==> src/rtl/fwd_prop_pkg.sv <==
// Shared codes, state type and Q-format defaults
// for the forward-propagation engine.
package fwd_prop_pkg;

  typedef logic [1:0] act_t;

  localparam act_t ACT_LIN  = 2'd0;
  localparam act_t ACT_RELU = 2'd1;
  localparam act_t ACT_HSIG = 2'd2;

  typedef logic [1:0] fsm_t;

  localparam fsm_t S_IDLE = 2'd0;
  localparam fsm_t S_HID  = 2'd1;
  localparam fsm_t S_OUT  = 2'd2;
  localparam fsm_t S_FIN  = 2'd3;

  localparam int Q_DATA_W = 16;
  localparam int Q_FRAC_W = 8;
  localparam int Q_ACC_W  = 40;

  // Index width that never collapses to zero bits.
  function automatic int idx_w(input int n);
    return (n > 1) ? $clog2(n) : 1;
  endfunction

endpackage

==> src/rtl/fwd_prop_engine_act.sv <==
// Combinational shift, saturate and activation stage
// shared by both layers.
module fp_activation
  import fwd_prop_pkg::*;
#(
  parameter int DATA_W = Q_DATA_W,
  parameter int FRAC_W = Q_FRAC_W,
  parameter int ACC_W  = Q_ACC_W
) (
  input  act_t                     mode,
  input  logic signed [ACC_W-1:0]  acc,
  output logic signed [DATA_W-1:0] res
);

  localparam logic signed [DATA_W-1:0] V_MAX =
    {1'b0, {(DATA_W-1){1'b1}}};
  localparam logic signed [DATA_W-1:0] V_MIN =
    {1'b1, {(DATA_W-1){1'b0}}};
  localparam logic signed [DATA_W:0] HALF =
    (DATA_W+1)'(1 << (FRAC_W-1));
  localparam logic signed [DATA_W:0] ONE =
    (DATA_W+1)'(1 << FRAC_W);

  logic signed [ACC_W-1:0]  sh;
  logic signed [DATA_W-1:0] v;
  logic signed [DATA_W:0]   hs;
  logic                     ovf;

  always_comb begin
    sh  = acc >>> FRAC_W;
    // Out of range when the bits above the result sign disagree.
    ovf = (sh[ACC_W-1:DATA_W-1] !=
           {(ACC_W-DATA_W+1){sh[ACC_W-1]}});
    v   = sh[DATA_W-1:0];
    if (ovf) v = sh[ACC_W-1] ? V_MIN : V_MAX;
    hs  = ($signed({v[DATA_W-1], v}) >>> 2) + HALF;
    res = v;
    unique case (1'b1)
      (mode == ACT_RELU): res = v[DATA_W-1] ? '0 : v;
      (mode == ACT_HSIG): begin
        if (hs[DATA_W])  res = '0;
        else if (hs > ONE) res = ONE[DATA_W-1:0];
        else             res = hs[DATA_W-1:0];
      end
      default: res = v;
    endcase
  end

endmodule

==> src/rtl/fwd_prop_engine.sv <==
// Two-layer fully connected inference engine, one
// multiply-accumulate per cycle from external memories.
module fwd_prop_engine
  import fwd_prop_pkg::*;
#(
  parameter int N_IN    = 15,
  parameter int N_HID   = 10,
  parameter int N_OUT   = 10,
  parameter int DATA_W  = Q_DATA_W,
  parameter int FRAC_W  = Q_FRAC_W,
  parameter int ACC_W   = Q_ACC_W,
  parameter int HID_ACT = 1,
  parameter int OUT_ACT = 2,
  localparam int W_AW =
    idx_w(N_HID*(N_IN+1) + N_OUT*(N_HID+1)),
  localparam int X_AW = idx_w(N_IN),
  localparam int O_IW = idx_w(N_OUT)
) (
  input  logic                     clk,
  input  logic                     rst,
  input  logic                     start,
  output logic                     busy,
  output logic                     done,
  output logic [W_AW-1:0]          w_addr,
  input  logic signed [DATA_W-1:0] w_data,
  output logic [X_AW-1:0]          x_addr,
  input  logic signed [DATA_W-1:0] x_data,
  output logic                     out_valid,
  output logic [O_IW-1:0]          out_idx,
  output logic signed [DATA_W-1:0] out_data
);

  localparam int CW =
    $clog2(((N_IN > N_HID) ? N_IN : N_HID) + 3);
  localparam int NW =
    idx_w((N_HID > N_OUT) ? N_HID : N_OUT);
  localparam int HW = idx_w(N_HID);
  localparam int L1_BASE = N_HID*(N_IN+1);

  localparam logic [CW-1:0] HID_END  = CW'(N_IN+2);
  localparam logic [CW-1:0] OUT_END  = CW'(N_HID+2);
  localparam logic [NW-1:0] HID_LAST = NW'(N_HID-1);
  localparam logic [NW-1:0] OUT_LAST = NW'(N_OUT-1);

  fsm_t st;
  fsm_t st_n;

  logic [NW-1:0] nrn;
  logic [NW-1:0] nrn_n;
  logic [CW-1:0] cnt;
  logic [CW-1:0] cnt_n;
  logic [CW-1:0] cm1;
  logic [CW-1:0] fan;
  logic [CW-1:0] fan_n;

  logic signed [ACC_W-1:0]    acc;
  logic signed [ACC_W-1:0]    prod_ext;
  logic signed [ACC_W-1:0]    bias_ext;
  logic signed [2*DATA_W-1:0] prod;
  logic signed [DATA_W-1:0]   xv;
  logic signed [DATA_W-1:0]   act;
  logic signed [DATA_W-1:0]   hbuf [N_HID];

  act_t mode;
  logic in_hid;
  logic in_out;
  logic issue;
  int   a_n;

  always_comb begin
    st_n  = st;
    nrn_n = nrn;
    cnt_n = cnt;
    unique case (st)
      S_IDLE: begin
        if (start) begin
          st_n  = S_HID;
          nrn_n = '0;
          cnt_n = '0;
        end
      end
      S_HID: begin
        if (cnt == HID_END) begin
          cnt_n = '0;
          if (nrn == HID_LAST) begin
            st_n  = S_OUT;
            nrn_n = '0;
          end else begin
            nrn_n = nrn + NW'(1);
          end
        end else begin
          cnt_n = cnt + CW'(1);
        end
      end
      S_OUT: begin
        if (cnt == OUT_END) begin
          cnt_n = '0;
          if (nrn == OUT_LAST) begin
            st_n  = S_FIN;
            nrn_n = '0;
          end else begin
            nrn_n = nrn + NW'(1);
          end
        end else begin
          cnt_n = cnt + CW'(1);
        end
      end
      S_FIN: st_n = S_IDLE;
    endcase
  end

  // Addresses are registered one cycle ahead of use.
  always_comb begin
    in_hid = (st_n == S_HID);
    in_out = (st_n == S_OUT);
    fan_n  = in_hid ? CW'(N_IN) : CW'(N_HID);
    issue  = (in_hid || in_out) && (cnt_n <= fan_n);
    if (in_hid)
      a_n = int'(nrn_n)*(N_IN+1) + int'(cnt_n);
    else
      a_n = L1_BASE + int'(nrn_n)*(N_HID+1)
          + int'(cnt_n);
  end

  // Operand for cycle c belongs to the address issued at c-1.
  always_comb begin
    cm1 = cnt - CW'(1);
    fan = (st == S_HID) ? CW'(N_IN) : CW'(N_HID);
    xv  = x_data;
    if (st == S_OUT) begin
      xv = '0;
      if (cm1 < CW'(N_HID)) xv = hbuf[cm1[HW-1:0]];
    end
    prod = (2*DATA_W)'(w_data) * (2*DATA_W)'(xv);
    mode = (st == S_OUT) ? act_t'(OUT_ACT)
                         : act_t'(HID_ACT);
  end

  assign prod_ext =
    {{(ACC_W-2*DATA_W){prod[2*DATA_W-1]}}, prod};
  assign bias_ext =
    {{(ACC_W-DATA_W-FRAC_W){w_data[DATA_W-1]}},
     w_data, {FRAC_W{1'b0}}};

  fp_activation #(
    .DATA_W (DATA_W),
    .FRAC_W (FRAC_W),
    .ACC_W  (ACC_W)
  ) u_act (
    .mode (mode),
    .acc  (acc),
    .res  (act)
  );

  always_ff @(posedge clk) begin
    if (rst) begin
      st        <= S_IDLE;
      nrn       <= '0;
      cnt       <= '0;
      acc       <= '0;
      busy      <= 1'b0;
      done      <= 1'b0;
      out_valid <= 1'b0;
      out_idx   <= '0;
      out_data  <= '0;
      w_addr    <= '0;
      x_addr    <= '0;
    end else begin
      st        <= st_n;
      nrn       <= nrn_n;
      cnt       <= cnt_n;
      busy      <= (st_n != S_IDLE);
      done      <= (st == S_FIN);
      out_valid <= 1'b0;
      if (issue) w_addr <= W_AW'(a_n);
      if (issue && in_hid && (cnt_n < CW'(N_IN)))
        x_addr <= X_AW'(cnt_n);
      if (st == S_HID || st == S_OUT) begin
        if (cnt == '0) begin
          acc <= '0;
        end else if (cnt == fan + CW'(1)) begin
          acc <= acc + bias_ext;
        end else if (cnt <= fan) begin
          acc <= acc + prod_ext;
        end else if (st == S_OUT) begin
          out_valid <= 1'b1;
          out_idx   <= O_IW'(nrn);
          out_data  <= act;
        end
      end
    end
  end

  // Hidden results are always rewritten before being read.
  always_ff @(posedge clk) begin
    if (!rst && st == S_HID && cnt == HID_END)
      hbuf[nrn[HW-1:0]] <= act;
  end

endmodule

==> config.mk <==
export PLATFORM = sky130hd
export DESIGN_NAME = fwd_prop_engine
export DESIGN_NICKNAME = d
export VERILOG_FILES = /design/src/rtl/fwd_prop_pkg.sv /design/src/rtl/fwd_prop_engine_act.sv /design/src/rtl/fwd_prop_engine.sv
export SDC_FILE = /design/constraint.sdc
export NUM_CORES = 1
export LEC_CHECK = 0
export ABC_AREA = 1
export BUFFER_PORTS_ARGS = -buffer_cell sky130_fd_sc_hd__buf_2
export CAP_MARGIN = 20
export CELL_PAD_IN_SITES_DETAIL_PLACEMENT = 1
export CELL_PAD_IN_SITES_GLOBAL_PLACEMENT = 2
export CORE_MARGIN = 1.5
export CORE_UTILIZATION = 36
export CTS_CLUSTER_SIZE = 28
export DETAILED_ROUTE_END_ITERATION = 10
export GPL_TIMING_DRIVEN = 0
export PLACE_DENSITY_LB_ADDON = 0.1
export SYNTH_ARGS = -nofsm -noshare
export SYNTH_HDL_FRONTEND = slang
export SYNTH_SLANG_ARGS = --single-unit
==> constraint.sdc <==
create_clock -name clk -period 7.5 [get_ports clk]
set_input_delay 1.125 -clock clk [delete_from_list [all_inputs] [get_ports clk]]
set_output_delay 1.125 -clock clk [all_outputs]
set_load 0.1 [all_outputs]
==> impl_metrics.yaml <==
worst_setup_path:
  arrival_ps: 8110
  worstPathMaxFanout: 8
  cp-end-kind: "register"
  slowest_delay_ps: 550
  start_kind: "register"
  crit_type: "reg2reg"
  cpMaxStageDelayCell: "fa_2"
  required_ps: 7940
  rr_worst_depth: 37
  rrSetupSlack_ps: -180
synthesis:
  syn_area_per_cell_um2: 8.233
  synth_cells: 3170
  synthArstFlopShare_pct: 0
  ys_seq_area_share_pct: 23.85
  synth-main-ff-cell: "edfxtp_1"
  ys_types: 60
  syn_area_um2: 26100
  syn_nets: 3723
  ys.warnings.count: 0
  synth_edf_count: 150
  ys_ff_latch: 236
finish:
  antenna_cells: 0
  stdcell_area_um2: 32590
  final_layout_size_suffix_gt1_share_pct: 23.52
  final_cell_mix: "inv_1, nand2_1, fa_1"
  area_growth_pct: 24.88
  multiInputGateArea_um2: 19130
  final_cells: 4402
  seqCellArea_um2: 6232
  nets: 3986
  layout_commonest_cell: "inv_1"
  fillerInstances: 8445
global_route:
  grt_use_total_pct: 26.39
  grt_max_degree: 20
  grt.overflow.total: 0
  antenna_found_initial: 0
  grt_pass1_vias: 24263
  grt_pass1_wl_um: 149000
worst_hold_path:
  worstHoldPathCells: 2
  min_path_type: "reg2reg"
route:
  first_iter_violations: 1334
  drcViolationCount: 0
  vias: 22745
  vias_per_cell: 5.167
  ant_nets: 0
  wire_per_inst_um: 22.39
  drtPass1Iterations: 5
  drt-total-wl_um: 98550
floorplan:
  io_pins: 71
  die_area_um2: 74130
  rows: 98
  start_util_pct: 36.45
  coreArea_um2: 71610
  die_h_um: 272.3
  chipWidth_um: 272.3
sta:
  slew_headroom_pct: 29.05
  hold_viol: 0
  worst_pin_slew_ps: 1064
  finalSetupViolCount: 9
  post-route-period-util_pct: 102.3
  tns_ps: -551.1
  max_freq_mhz: 130.3
  fin_worst_skew_ps: 11.08
  post-route-min-period_ps: 7675
  grt_setup_unrepaired: "true"
  final.setup.worst_slack_ps: -175.4
  drv_slew: 0
clock_network:
  cts-root-buf: "clkbuf_16"
  insertion_delay_ps: 570
  cts.path.max_buffers: 3
  clk_pin_slew_ps: 70
  htreeDepth: 1
  cts_sinks: 236
  numCtsBuffers: 25
  cts_tree: "done"
placed_design:
  place_inst: 4198
  io_buffer_count: 68
  gp_congestion: 0.9236
  dpl-instance-area_um2: 27790
  pre_cts_ws_ps: -2613
  hpwl_um: 78180
run_status:
  violations: "negative setup slack"
  status: "complete, but fails checks"
flow_run:
  drv_cap: 0
final cells by class:
cell class | count | area share [%]
clock buffer | 30 | 2.108
timing repair buffer | 236 | 5.755
multi-input combinational | 2179 | 58.69
inverter | 668 | 7.962
sequential | 236 | 19.12
tap | 950 | 3.647
timing repair inverter | 2 | 0.04607
clock inverter | 16 | 0.7332
buffer | 85 | 1.939
state kept, by name (all words and copies together) (netlist names):
register and cells:
acc 40, busy 1, cnt 5, done 1, hbuf 150, nrn 4
out_data 15, out_idx 4, out_valid 1, st 2, w_addr 9, x_addr 4
stage by stage:
stage                     utilization [%]  hold slack, ps
after floorplan                         -           445.3
after global placement              38.59           424.3
after detailed placement            38.81           426.0
after CTS                           43.43           437.2
after global routing                45.51           470.6
final                               45.51           441.1
cells by family after synthesis:
kind of cell	share of synthesized area, %
simple gates	18.90
buf+inv	11.18
fa+ha+maj	34.50
compound gates	10.61
flops	23.85
xor+xnor	0.9396
other cells	0.01437
critical path, delay by kind of cell, from the launching register on:
kind / cells / cell delay (ps)
flip-flops: 1 / 400
buffers and inverters: 13 / 1240
AND/OR/NAND/NOR: 8 / 970
adder cells (fa/ha/maj): 8 / 3520
AO/OA/AOI/OAI: 8 / 1350
routing by layer:
metal	GRT usage (%)	vias up	wire [um]
met1	37.46	11733	46010
li1	-	10548	-
met4	4.693	0	2039
met5	0	-	0
met3	2.971	78	3689
met2	43.72	386	46800
worst paths after layout:
kind	endpoint	start
setup / recovery	acc[30]	cnt[0]
hold / removal	out_data[11]	out_data[11]
setup reg to reg	acc[30]	cnt[0]
hold reg to reg	out_data[11]	out_data[11]
synthesized netlist by cell type, drive strengths merged, types with 3 or more instances:
| library cell | count | share of area, % |
|---|---|---|
| nand3 | 148 | 2.9 |
| a31oi | 18 | 0.43 |
| nor3 | 28 | 0.58 |
| o221a | 4 | 0.17 |
| o21bai | 15 | 0.43 |
| nand2 | 541 | 8.0 |
| inv | 657 | 9.4 |
| nor4 | 3 | 0.072 |
| a21boi | 5 | 0.17 |
| o22ai | 6 | 0.20 |
| clkinv | 11 | 0.16 |
| nand3b | 17 | 0.63 |
| a221o | 14 | 0.54 |
| buf | 46 | 0.99 |
| o21a | 14 | 0.40 |
| fa | 336 | 26 |
| o211ai | 7 | 0.22 |
| xor2 | 15 | 0.50 |
| dfxtp | 86 | 6.6 |
| xnor2 | 13 | 0.44 |
| o221ai | 3 | 0.10 |
| nor2 | 378 | 5.6 |
| a22oi | 18 | 0.52 |
| clkbuf | 41 | 0.59 |
| a21o | 15 | 0.43 |
| ha | 182 | 8.7 |
| o2111ai | 3 | 0.10 |
| a21oi | 205 | 4.0 |
| o21ai | 141 | 2.8 |
| and3 | 3 | 0.072 |
| edfxtp | 150 | 17 |
| nand4 | 30 | 0.77 |
| or2 | 10 | 0.24 |
timing repair:
action	in CTS	in global routing
gates cloned	5	2
setup endpoints to repair	34	29
buffers inserted	87	67
gates resized for setup	421	293
hold buffers	0	0
pin swaps	108	132
Power is left out: the tool's default activity adds up to more than one toggle a clock period on the data nets, which glitch-free logic cannot reach.
